<file path="config.mk">
export PLATFORM = sky130hd
export DESIGN_NAME = seq_entry_display
export DESIGN_NICKNAME = d
export VERILOG_FILES = /design/src/rtl/seq_entry_display.sv
export SDC_FILE = /design/constraint.sdc
export NUM_CORES = 1
export LEC_CHECK = 0
export CELL_PAD_IN_SITES_DETAIL_PLACEMENT = 1
export CELL_PAD_IN_SITES_GLOBAL_PLACEMENT = 1
export CORE_UTILIZATION = 35
export DETAILED_ROUTE_END_ITERATION = 12
export GPL_TIMING_DRIVEN = 0
export PLACE_DENSITY_LB_ADDON = 0.15
export SLEW_MARGIN = 10
export SYNTH_ARGS = -nofsm -noshare
export SYNTH_HDL_FRONTEND = slang
export SYNTH_SLANG_ARGS = --single-unit
</file>
<file path="constraint.sdc">
create_clock -name clk -period 2.3 [get_ports clk]
set_input_delay 0.575 -clock clk [delete_from_list [all_inputs] [get_ports clk]]
set_output_delay 0.575 -clock clk [all_outputs]
set_load 0.01 [all_outputs]
</file>
<file path="src/rtl/seq_entry_display.sv">
// seq_entry_display
//   Latches a target sequence of NUM_DIGITS symbols, shows it on seven-segment
//   digits for SHOW_SECS one_sec ticks, then blanks the target and lets the
//   player re-enter it with move/next buttons. A decimal-point cursor marks the
//   digit being edited. On completion the entry is compared against the target.
//
// Ports
//   clk          system clock
//   reset        synchronous, active-low reset
//   start        one-cycle pulse: latch sequence_in and begin the show phase
//   sequence_in  target sequence, digit i = [i*SYM_W +: SYM_W]
//   one_sec      one-cycle tick per second
//   button_move  one-cycle pulse: cycle the symbol under the cursor
//   button_next  one-cycle pulse: advance the cursor / finish entry
//   sequence_out current entered sequence, same packing as sequence_in
//   sevseg       digit i = [i*8 +: 8]; [6:0] segments, [7] DP (active-low)
//   busy         high while showing or entering
//   done         one-cycle pulse when an entry completes
//   match        result of the last completed entry, held until next start
module seq_entry_display #(
    parameter int NUM_DIGITS  = 4,
    parameter int SYM_W       = 2,
    parameter int NUM_SYMBOLS = 4,
    parameter int SHOW_SECS   = 2
) (
    input  logic                          clk,
    input  logic                          reset,
    input  logic                          start,
    input  logic [NUM_DIGITS*SYM_W-1:0]   sequence_in,
    input  logic                          one_sec,
    input  logic                          button_move,
    input  logic                          button_next,
    output logic [NUM_DIGITS*SYM_W-1:0]   sequence_out,
    output logic [NUM_DIGITS*8-1:0]       sevseg,
    output logic                          busy,
    output logic                          done,
    output logic                          match
);

    localparam int SEQ_W = NUM_DIGITS * SYM_W;
    localparam int CUR_W = (NUM_DIGITS > 1) ? $clog2(NUM_DIGITS) : 1;

    typedef enum logic [1:0] {
        S_IDLE,
        S_SHOW,
        S_ENTRY,
        S_DONE
    } state_t;

    state_t             state_q, state_d;
    logic [SEQ_W-1:0]   target_q, target_d;
    logic [SEQ_W-1:0]   seq_q, seq_d;
    logic [CUR_W-1:0]   cursor_q, cursor_d;
    logic [3:0]         sec_q, sec_d;
    logic               match_q, match_d;
    logic               show_final_q, show_final_d;
    logic               busy_q, done_q;

    // Segment pattern for a symbol index; out-of-range indices show an error glyph.
    function automatic logic [6:0] seg_glyph(input logic [SYM_W-1:0] sym);
        logic [6:0] g;
        if (int'(sym) >= NUM_SYMBOLS) begin
            g = 7'b0100001;
        end else begin
            case (int'(sym))
                0:       g = 7'b1111110;
                1:       g = 7'b1111001;
                2:       g = 7'b1110111;
                3:       g = 7'b1001111;
                4:       g = 7'b0110000;
                5:       g = 7'b0001110;
                6:       g = 7'b1000001;
                7:       g = 7'b0111111;
                default: g = 7'b0100001;
            endcase
        end
        return g;
    endfunction

    // Cycle a symbol through 0..NUM_SYMBOLS-1 with wrap.
    function automatic logic [SYM_W-1:0] next_sym(input logic [SYM_W-1:0] sym);
        logic [SYM_W-1:0] r;
        if (int'(sym) >= NUM_SYMBOLS - 1) r = '0;
        else                              r = sym + SYM_W'(1);
        return r;
    endfunction

    always_comb begin
        state_d      = state_q;
        target_d     = target_q;
        seq_d        = seq_q;
        cursor_d     = cursor_q;
        sec_d        = sec_q;
        match_d      = match_q;
        show_final_d = show_final_q;

        case (state_q)
            S_IDLE: begin
                // A tick arriving with start is not counted: sec is cleared here.
                if (start) begin
                    target_d     = sequence_in;
                    sec_d        = '0;
                    match_d      = 1'b0;
                    show_final_d = 1'b0;
                    state_d      = S_SHOW;
                end
            end
            S_SHOW: begin
                if (sec_q == 4'(SHOW_SECS)) begin
                    seq_d    = '0;
                    cursor_d = '0;
                    state_d  = S_ENTRY;
                end else if (one_sec) begin
                    sec_d = sec_q + 4'd1;
                end
            end
            S_ENTRY: begin
                // next has priority; a simultaneous move is dropped.
                if (button_next) begin
                    if (cursor_q == CUR_W'(NUM_DIGITS - 1)) state_d = S_DONE;
                    else                                   cursor_d = cursor_q + CUR_W'(1);
                end else if (button_move) begin
                    for (int i = 0; i < NUM_DIGITS; i++) begin
                        if (cursor_q == CUR_W'(i))
                            seq_d[i*SYM_W +: SYM_W] = next_sym(seq_q[i*SYM_W +: SYM_W]);
                    end
                end
            end
            S_DONE: begin
                match_d      = (seq_q == target_q);
                show_final_d = 1'b1;
                state_d      = S_IDLE;
            end
            default: state_d = S_IDLE;
        endcase
    end

    always_ff @(posedge clk) begin
        if (!reset) begin
            state_q      <= S_IDLE;
            target_q     <= '0;
            seq_q        <= '0;
            cursor_q     <= '0;
            sec_q        <= '0;
            match_q      <= 1'b0;
            show_final_q <= 1'b0;
            busy_q       <= 1'b0;
            done_q       <= 1'b0;
        end else begin
            state_q      <= state_d;
            target_q     <= target_d;
            seq_q        <= seq_d;
            cursor_q     <= cursor_d;
            sec_q        <= sec_d;
            match_q      <= match_d;
            show_final_q <= show_final_d;
            busy_q       <= (state_d == S_SHOW) || (state_d == S_ENTRY);
            done_q       <= (state_d == S_DONE);
        end
    end

    // Display decode from registered state: target in SHOW, entry with cursor
    // DP in ENTRY, final entry (DP off) after a completed entry, else blank.
    always_comb begin
        sevseg = '1;
        for (int i = 0; i < NUM_DIGITS; i++) begin
            if (state_q == S_SHOW)
                sevseg[i*8 +: 8] = {1'b1, seg_glyph(target_q[i*SYM_W +: SYM_W])};
            else if (state_q == S_ENTRY)
                sevseg[i*8 +: 8] = {(cursor_q != CUR_W'(i)), seg_glyph(seq_q[i*SYM_W +: SYM_W])};
            else if (state_q == S_DONE || show_final_q)
                sevseg[i*8 +: 8] = {1'b1, seg_glyph(seq_q[i*SYM_W +: SYM_W])};
        end
    end

    assign sequence_out = seq_q;
    assign busy         = busy_q;
    assign done         = done_q;
    assign match        = match_q;

endmodule

</file>
Word-level counts from Yosys, hierarchy flattened
Index checks and enable logic that the tools add are counted.
{ "totals": {"register_bits": 28, "latchBits": 0, "ramBits": 0, "rom_bits": 0, "input_bits": 14, "out_inout_bits": 43, "elab_cells": 144, "memories": 0} }
{ "op_classes": {"addsub": 6, "multipliers": 0, "div_mod_pow": 0, "order_cmp": 4, "n_eq_ne": 50, "n_shift": 0, "n_mux": 48, "bitwise_logic": 0, "n_reduce_logical": 24} }
{ "op_table": {"columns": ["operator", "n"], "rows": [
  ["$pmux 7 s4", 8],
  ["$mux 8", 11],
  ["$eq 2x2->1 const B", 22],
  ["$mux 2", 15],
  ["$mux 7", 4],
  ["$ne 2x2->1 const B", 14],
  ["$eq 2x1->1 const B", 11],
  ["$logic_not 2->1", 10],
  ["$reduce_and 5->1", 4],
  ["$pmux 8 s2", 1],
  ["$mux 4", 3],
  ["$add 2x1->2 const B", 5],
  ["$eq 8x8->1", 1],
  ["$ge 2x2->1 const B", 4],
  ["$pmux 2 s4", 1],
  ["$pmux 4 s2", 1],
  ["$reduce_and 4->1", 2],
  ["$reduce_bool 2->1", 4],
  ["$add 4x1->4 const B", 1],
  ["$eq 4x2->1 const B", 1],
  ["$pmux 1 s2", 2],
  ["$pmux 2 s2", 1],
  ["$reduce_and 2->1", 2],
  ["$logic_or 1x1->1", 2],
  ["2 further kinds", 2]
]} }

Depth between registers and ports, before layout
Gate-level depths: netlist of the first run.
{ "logic_depth": {"word_depth": 6, "mapped_depth": 8, "mapped_depth_nobuf": 7} }

Worst setup path before layout of the first run
No wires, ideal clock.
{ "synth_timing": {"path_kind": "register -> output", "start": "reg state_q[0]", "end": "out sevseg[13]", "arrival_time_ps": 1534, "required_time_ps": 1725, "setup_slack_ps": 191, "path_stages_with_launch": 7, "n_path_buf": 3, "cell_sequence": "dfxtp_1 -> buf_2 -> inv_1 -> a21o_1 -> clkbuf_1 -> a32oi_1 -> buf_4"} }
{ "synth_via": {"elab_chain_cells": 5, "elab_cells_between_ends": 7, "classes_between": "eq/ne: 3; mux: 3; reduce/logical: 1"} }
{ "synth_lines": {"columns": ["element", "line", "rtl"], "rows": [
  ["start, declared", "50", "state_t state_q, state_d;"],
  ["start signal, assigned", "150", "state_q <= state_d;"],
  ["$eq 2x2->1", "171", "else if (state_q == S_DONE || show_final_q)"],
  ["$logic_or 1x1->1", "171", null],
  ["$mux 7", "171", null],
  ["$mux 8", "169", "else if (state_q == S_ENTRY)"],
  ["$mux 8 (*)", "167", "if (state_q == S_SHOW)"],
  ["end, declared", "34", "output logic [NUM_DIGITS*8-1:0] sevseg,"]
]} }
Mark *: on every way between the ends. The rest lies on a longest branch, timed or not.

Final worst setup path of the first run
{ "layout_timing": {"start": "reg state_q[1]", "end": "out sevseg[25]"} }
Same word-level chain as after synthesis.

==> flow_metrics.env, run 1 <==
export IMPL_worst_pin_slew_ps=605
export IMPL_synthToLayoutAreaGrowth_pct=39.0
export IMPL_syn_avg_cell_area_um2=8.58
export IMPL_grt_util_met3_pct=1.74
export IMPL_syn_inst=238
export IMPL_rr_endpoint="busy$_SDFF_PN0_"
export IMPL_cts_path_max_buffers=2
export IMPL_wire_per_inst_um=16.2
export IMPL_worstHoldPathType="register to register"
export IMPL_cp_required_ps=1730
export IMPL_r2r_start="sec_q[0]$_SDFFE_PN0P_"
export IMPL_grt_use_met2_pct=38.1
export IMPL_drc=0
export IMPL_drive_gt1_share_pct=21.9
export IMPL_num_antenna_cells=0
export IMPL_period_needed_ps=2250
export IMPL_port_buffers=51
export IMPL_crit_path_start_kind="register"
export IMPL_holdPathEnd="cursor_q[1]$_SDFFE_PN0P_"
export IMPL_report_final_slew_viol_count=0
export IMPL_cts_made_buffers=3
export IMPL_hold_violations=0
export IMPL_cp_startpoint="state_q[1]$_SDFF_PN0_"
export IMPL_grtUsageTotal_pct=20.1
export IMPL_place_gp_congestion=0.779
export IMPL_num_vias=1874
export IMPL_min_from="cursor_q[1]$_SDFFE_PN0P_"
export IMPL_place_area_um2=2650
export IMPL_synth_top_cell_by_area="dfxtp_1"
export IMPL_cts_root_buf="clkbuf_8"
export IMPL_pin_count=57
export IMPL_routed_wl_mm=6.03
export IMPL_netlist_area_um2=2040
export IMPL_status="finished, final reports clean"
export IMPL_clock_sinks=28
export IMPL_antenna_found_initial=0
export IMPL_r2r_cells=8
export IMPL_top_usage_layer="met2"
export IMPL_reg2reg_slack_ps=370
export IMPL_synthTopCellsByArea="dfxtp_1 27%, ha_1 17%, buf_4 4.8%"
export IMPL_worst_slack_ps=51.8
export IMPL_drt_initial_drc_count=40
export IMPL_worstPathArrival_ps=1670
export IMPL_fin_skew_ps=8.74
export IMPL_dp_hpwl_mm=4.32
export IMPL_max_vdd_ir_drop_mv=0.256
export IMPL_clkTransAtPathRegs_ps=110
export IMPL_crit_type="register to output port"
export IMPL_min_path_cells=2
export IMPL_ant_nets=0
export IMPL_chipHeight_um=78.4
export IMPL_end_kind="output port"
export IMPL_slew_headroom_pct=59.7
export IMPL_grt_ovfl_total=0
export IMPL_fin_crit_sh_pct=97.7
export IMPL_max_freq_mhz=445
export IMPL_cts_tree="built"
export IMPL_rows=27
export IMPL_finalSetupViolCount=0
export IMPL_grt_pass1_vias=1911
export IMPL_coreArea_um2=5570
export IMPL_grt_first_pass_wirelength_mm=9.60
export IMPL_cap_violations=0
export IMPL_place_ws_ps=-584
export IMPL_cp_max_fo=8
export IMPL_synth_top_area_share_pct=27.5
export IMPL_finalInstanceArea_um2=2840
export IMPL_synth_cell_type_count=41
export IMPL_die_w_um=78.4
export IMPL_yosysWarningCount=0
export IMPL_start_util_pct=36.6
export IMPL_htree_levels=1
export IMPL_synth_seq_cells=28
export IMPL_ys_seq_area_share_pct=27.5
export IMPL_use_met1_pct=24.2
export IMPL_clock_latency_ps=280
export IMPL_first_pass_iters=4
export IMPL_avgViaCountPerCell=5.02
export IMPL_grt_max_degree=17
export IMPL_power_density_nw_per_um2=387
export IMPL_num_fill_cells=668
export IMPL_final_nets=343
export IMPL_power_leakage_nw=1.18
export IMPL_final_cell_count_no_fill=373
export IMPL_placed_cells=364
export IMPL_dieArea_um2=6140
## area by class of cell
class,instances,area [um2],area share (%)
repair buffers,59,532,18.7
clock inverters,1,30.0,1.06
clock buffers,3,41.3,1.45
inverters,13,48.8,1.72
flip-flops and latches,28,571,20.1
multi-input cells,177,1370,48.1
well taps,72,90.1,3.17
plain buffers,20,160,5.64
## what timing repair did
item / 4_1_cts / 5_1_grt
gates cloned: 0 / 1
buffers inserted: 4 / 3
endpoints found under the setup margin: 24 / 16
resized for setup: 62 / 15
hold buffers: 0 / 0
pin swaps: 4 / 2
## stage by stage
stage	power (mW)	TNS, ps	util (%)	hold slack (ps)
floorplan	0.620	0	-	452
global placement	0.699	-8410	47.6	462
detailed placement	0.701	-8030	47.6	480
CTS	1.10	0	50.5	521
global route	1.15	-34.5	50.9	539
finish	1.10	0	50.9	505
## sequential cells by signal (all words and copies together), names as in the netlist
| register | cells |
|---|---|
| state_q | 2 |
| sequence_out | 8 |
| show_final_q | 1 |
| sec_q | 4 |
| done | 1 |
| busy | 1 |
| cursor_q | 2 |
| target_q | 8 |
| match | 1 |
## logic make-up (layout without fill, tap and decap cells)
logic type | Yosys count | in the layout | synth area share (%)
AOI/OAI and AO/OA | 48 | 48 | 17.8
xor gates and xnor gates | 8 | 8 | 3.43
adders and majority gates | 27 | 27 | 16.5
buffers and inverters | 36 | 96 | 9.87
DFF | 28 | 28 | 27.5
other | 1 | 4 | 0.184
and+or+nand+nor | 90 | 90 | 24.7
## worst max-delay path by stage
stage                            end  slack (ps)  cells after the start
final                     sevseg[25]          50                      7
after global routing      sevseg[19]          -8                      6
after CTS                 sevseg[12]           1                      5
after detailed placement  sevseg[21]        -580                      7
after global placement    sevseg[21]        -570                      7
after floorplan           sevseg[13]         190                      6
## Yosys cell counts
library cell and n:
nand2b_2 1, nor4_1 1, a2bb2oi_1 1, xnor2_1 4
o22ai_2 4, a32oi_1 4, conb_1 1, clkbuf_1 6
a21oi_1 9, a31oi_1 1, nand3b_1 5, buf_2 2
nor2_1 21, buf_4 13, nand4b_1 2, nand2_1 25
nand4_1 3, a21o_1 1, nor4b_2 4, or3b_1 1
o32a_1 1, nand3_4 1, a21boi_0 8, ha_1 27
and2_1 5, o21ai_0 1, and2b_1 2, inv_1 13
or2_1 1, o22ai_1 1, o21ba_1 1, nand2b_1 1
or4_1 1, and3_1 8, nor3_1 4, nand3_1 4
buf_6 2, o21a_1 11, a22oi_1 5, xor2_1 4
dfxtp_1 28
## cell usage in the layout (no fill, tap or decap), types with 4 or more instances in the layout
cell	n
a21boi_0	8
a21oi_1	8
and2_1	5
and3_1	8
buf_4	23
clkbuf_1	5
clkbuf_2	4
clkdlybuf4s50_1	27
conb_1	4
dfxtp_1	20
dfxtp_2	8
dlygate4sd2_1	12
ha_1	27
inv_1	12
nand2_1	25
nand3_1	4
nand3b_1	5
nor2_1	20
nor3_1	4
nor4b_2	4
o21a_1	11
o22ai_2	4
xnor2_1	4
xor2_1	4
## power by group
part / switching, mW / leakage [nW] / total (mW) / internal (mW)
Clock: 0.167 / 0.0357 / 0.401 / 0.233
Combinational: 0.0944 / 0.917 / 0.181 / 0.0862
Sequential: 0.0196 / 0.231 / 0.516 / 0.497
Total: 0.281 / 1.18 / 1.10 / 0.816
## worst max-delay path, stage by stage (launching register included)
cell and delay, ps:
dfxtp_2 340, buf_4 130, and2b_1 230, buf_8 160, nand2_1 80, nor2_2 120
a21oi_2 50, dlygate4sd2_1 280
## routing by layer
layer,vias up,share of wire [%]
met5,-,0
met4,0,1.1
met3,6,2.6
met2,36,51
met1,908,45
li1,924,-
No activity file was read; power rests on OpenSTA's default activity.
==> inputs of run 2 (changes only) <==
--- a/config.mk
+++ b/config.mk
@@ -7,7 +7,7 @@
 export LEC_CHECK = 0
 export CELL_PAD_IN_SITES_DETAIL_PLACEMENT = 1
 export CELL_PAD_IN_SITES_GLOBAL_PLACEMENT = 1
-export CORE_UTILIZATION = 35
+export CORE_UTILIZATION = 38
 export DETAILED_ROUTE_END_ITERATION = 12
 export GPL_TIMING_DRIVEN = 0
 export PLACE_DENSITY_LB_ADDON = 0.15
==> constraint.sdc (replaced) <==
create_clock -name clk -period 2.78 [get_ports clk]
set_input_delay 0.695 -clock clk [delete_from_list [all_inputs] [get_ports clk]]
set_output_delay 0.695 -clock clk [all_outputs]
set_load 0.01 [all_outputs]
==> flow_metrics.env, run 2 (synthesized netlist as in run 1, its figures left out) <==
export IMPL_pin_count=57
export IMPL_worstHoldPathType="register to register"
export IMPL_report_final_slew_viol_count=0
export IMPL_crit_end="sevseg[16]"
export IMPL_cp_required_ps=2090
export IMPL_final_cell_mix="37 x clkdlybuf4s50_1, 27 x ha_1, 26 x dfxtp_1, 25 x nand2_1, 21 x nor2_1"
export IMPL_grt_max_degree=16
export IMPL_r2r_cells=8
export IMPL_port_buffers=51
export IMPL_final_nets=339
export IMPL_max_freq_mhz=371
export IMPL_start_util_pct=39.7
export IMPL_crit_type="register to output port"
export IMPL_num_vias=1839
export IMPL_critPathMaxStageDelay_ps=550
export IMPL_synthToLayoutAreaGrowth_pct=37.3
export IMPL_p_switching_uw=230
export IMPL_num_antenna_cells=0
export IMPL_grt_util_met3_pct=2.12
export IMPL_rsz0062_at_grt="no"
export IMPL_final_common_cell="clkdlybuf4s50_1"
export IMPL_worst_slack_ps=83.1
export IMPL_grt_first_pass_wirelength_mm=9.11
export IMPL_antenna_found_initial=0
export IMPL_crit_path_top_delay_cell="clkdlybuf4s50_1"
export IMPL_grt_use_met2_pct=39.3
export IMPL_finalInstanceArea_um2=2800
export IMPL_grtUsageTotal_pct=21.4
export IMPL_cts_root_buf="clkbuf_8"
export IMPL_worst_pin_slew_ps=568
export IMPL_cap_violations=0
export IMPL_reg2reg_slack_ps=840
export IMPL_cts_made_buffers=3
export IMPL_place_ws_ps=-217
export IMPL_cts_tree="built"
export IMPL_grt_pass1_vias=1892
export IMPL_rows=26
export IMPL_avgViaCountPerCell=5.01
export IMPL_drive_gt1_share_pct=15.2
export IMPL_crit_chain="buf_4 -> inv_2 -> a21o_4 -> clkbuf_8 -> a21oi_1 -> clkdlybuf4s50_1"
export IMPL_slew_headroom_pct=62.2
export IMPL_top_usage_layer="met2"
export IMPL_p_clk_share_pct=31.6
export IMPL_finalCoreUtilization_pct=54.5
export IMPL_r2r_start="sec_q[0]$_SDFFE_PN0P_"
export IMPL_rr_endpoint="busy$_SDFF_PN0_"
export IMPL_fin_crit_sh_pct=97.0
export IMPL_clkTransAtPathRegs_ps=100
export IMPL_chipHeight_um=75.3
export IMPL_status="finished, final reports clean"
export IMPL_crit_path_start_kind="register"
export IMPL_place_area_um2=2650
export IMPL_swShare_pct=27.2
export IMPL_grt_ovfl_total=0
export IMPL_period_needed_ps=2700
export IMPL_tns_ps=0
export IMPL_end_kind="output port"
export IMPL_ant_nets=0
export IMPL_use_met1_pct=26.9
export IMPL_cp_max_fo=10
export IMPL_path_delay_family="buffers and inverters"
export IMPL_sequentialPowerShare_pct=50.6
export IMPL_place_gp_congestion=0.762
export IMPL_dp_hpwl_mm=4.28
export IMPL_first_pass_iters=4
export IMPL_clock_sinks=28
export IMPL_hold_violations=0
export IMPL_drt_initial_drc_count=37
export IMPL_clock_latency_ps=280
export IMPL_wire_per_inst_um=15.6
export IMPL_htree_levels=1
export IMPL_cts_path_max_buffers=2
export IMPL_power_density_nw_per_um2=301
export IMPL_dieArea_um2=5670
export IMPL_comb_power_share_pct=17.8
export IMPL_power_leakage_nw=1.16
export IMPL_finalSetupViolCount=0
export IMPL_cp_depth=6
export IMPL_coreArea_um2=5140
export IMPL_fin_skew_ps=2.48
export IMPL_cp_startpoint="state_q[0]$_SDFF_PN0_"
export IMPL_internal_power_uw=613
export IMPL_path_buf_inv=4
export IMPL_worstPathArrival_ps=2000
export IMPL_routed_wl_mm=5.72
export IMPL_drc=0
export IMPL_max_vdd_ir_drop_mv=0.188
export IMPL_die_w_um=75.3
[run 2: metrics by stage]
stage                     power, mW  instances  hold slack, ps
after detailed placement      0.579        362             486
after global routing          0.877        367             562
after CTS                     0.852        367             524
final                         0.843        367             520
after global placement        0.577        362             462
after floorplan               0.513        241             452
[run 2: power groups by stage]
stage	clock, mW	sequential, mW	combinational (mW)
3_3_place_gp	0	0.434	0.143
4_1_cts	0.276	0.426	0.150
3_5_place_dp	0	0.435	0.144
5_1_grt	0.283	0.428	0.165
6_report	0.266	0.426	0.150
2_1_floorplan	0	0.432	0.0812
[run 2: timing repair]
action / CTS / global route
pin swaps: 2 / 0
hold buffers: 0 / 0
setup buffers: 1 / 0
gates resized for setup: 20 / 12
endpoints found under the setup margin: 23 / 11
[run 2: area by class of cell]
cell class | instances | area, um2
Inverter | 13 | 48.8
Fill cell | 645 | 2340
Clock buffer | 4 | 55.1
Sequential cell | 28 | 563
Buffer | 23 | 165
Tap cell | 70 | 87.6
Multi-Input combinational cell | 177 | 1350
Timing Repair Buffer | 52 | 531
[run 2: worst min-delay path by stage]
| stage | from | to | slack (ps) | cells after the start |
|---|---|---|---|---|
| floorplan | show_final_q$_SDFFE_PN0P_ | show_final_q$_SDFFE_PN0P_ | 450 | 2 |
| global placement | show_final_q$_SDFFE_PN0P_ | show_final_q$_SDFFE_PN0P_ | 460 | 2 |
| finish | sec_q[2]$_SDFFE_PN0P_ | sec_q[2]$_SDFFE_PN0P_ | 520 | 2 |
| global route | show_final_q$_SDFFE_PN0P_ | show_final_q$_SDFFE_PN0P_ | 560 | 2 |
| CTS | sec_q[2]$_SDFFE_PN0P_ | sec_q[2]$_SDFFE_PN0P_ | 520 | 2 |
| detailed placement | show_final_q$_SDFFE_PN0P_ | show_final_q$_SDFFE_PN0P_ | 490 | 2 |
[run 2: worst reg2reg max path, cell delays in order (launching register included)]
cell	delay, ps
dfxtp_1	360
inv_1	70
ha_1	140
or3b_1	340
buf_4	180
o21ba_1	180
o32a_1	170
ha_1	260
and2_1	150
[run 2: layer usage]
| metal | wire, um | vias up |
|---|---|---|
| met2 | 2830 | 37 |
| met3 | 197 | 4 |
| met4 | 52 | 0 |
| li1 | - | 922 |
| met5 | 0 | - |
| met1 | 2640 | 876 |
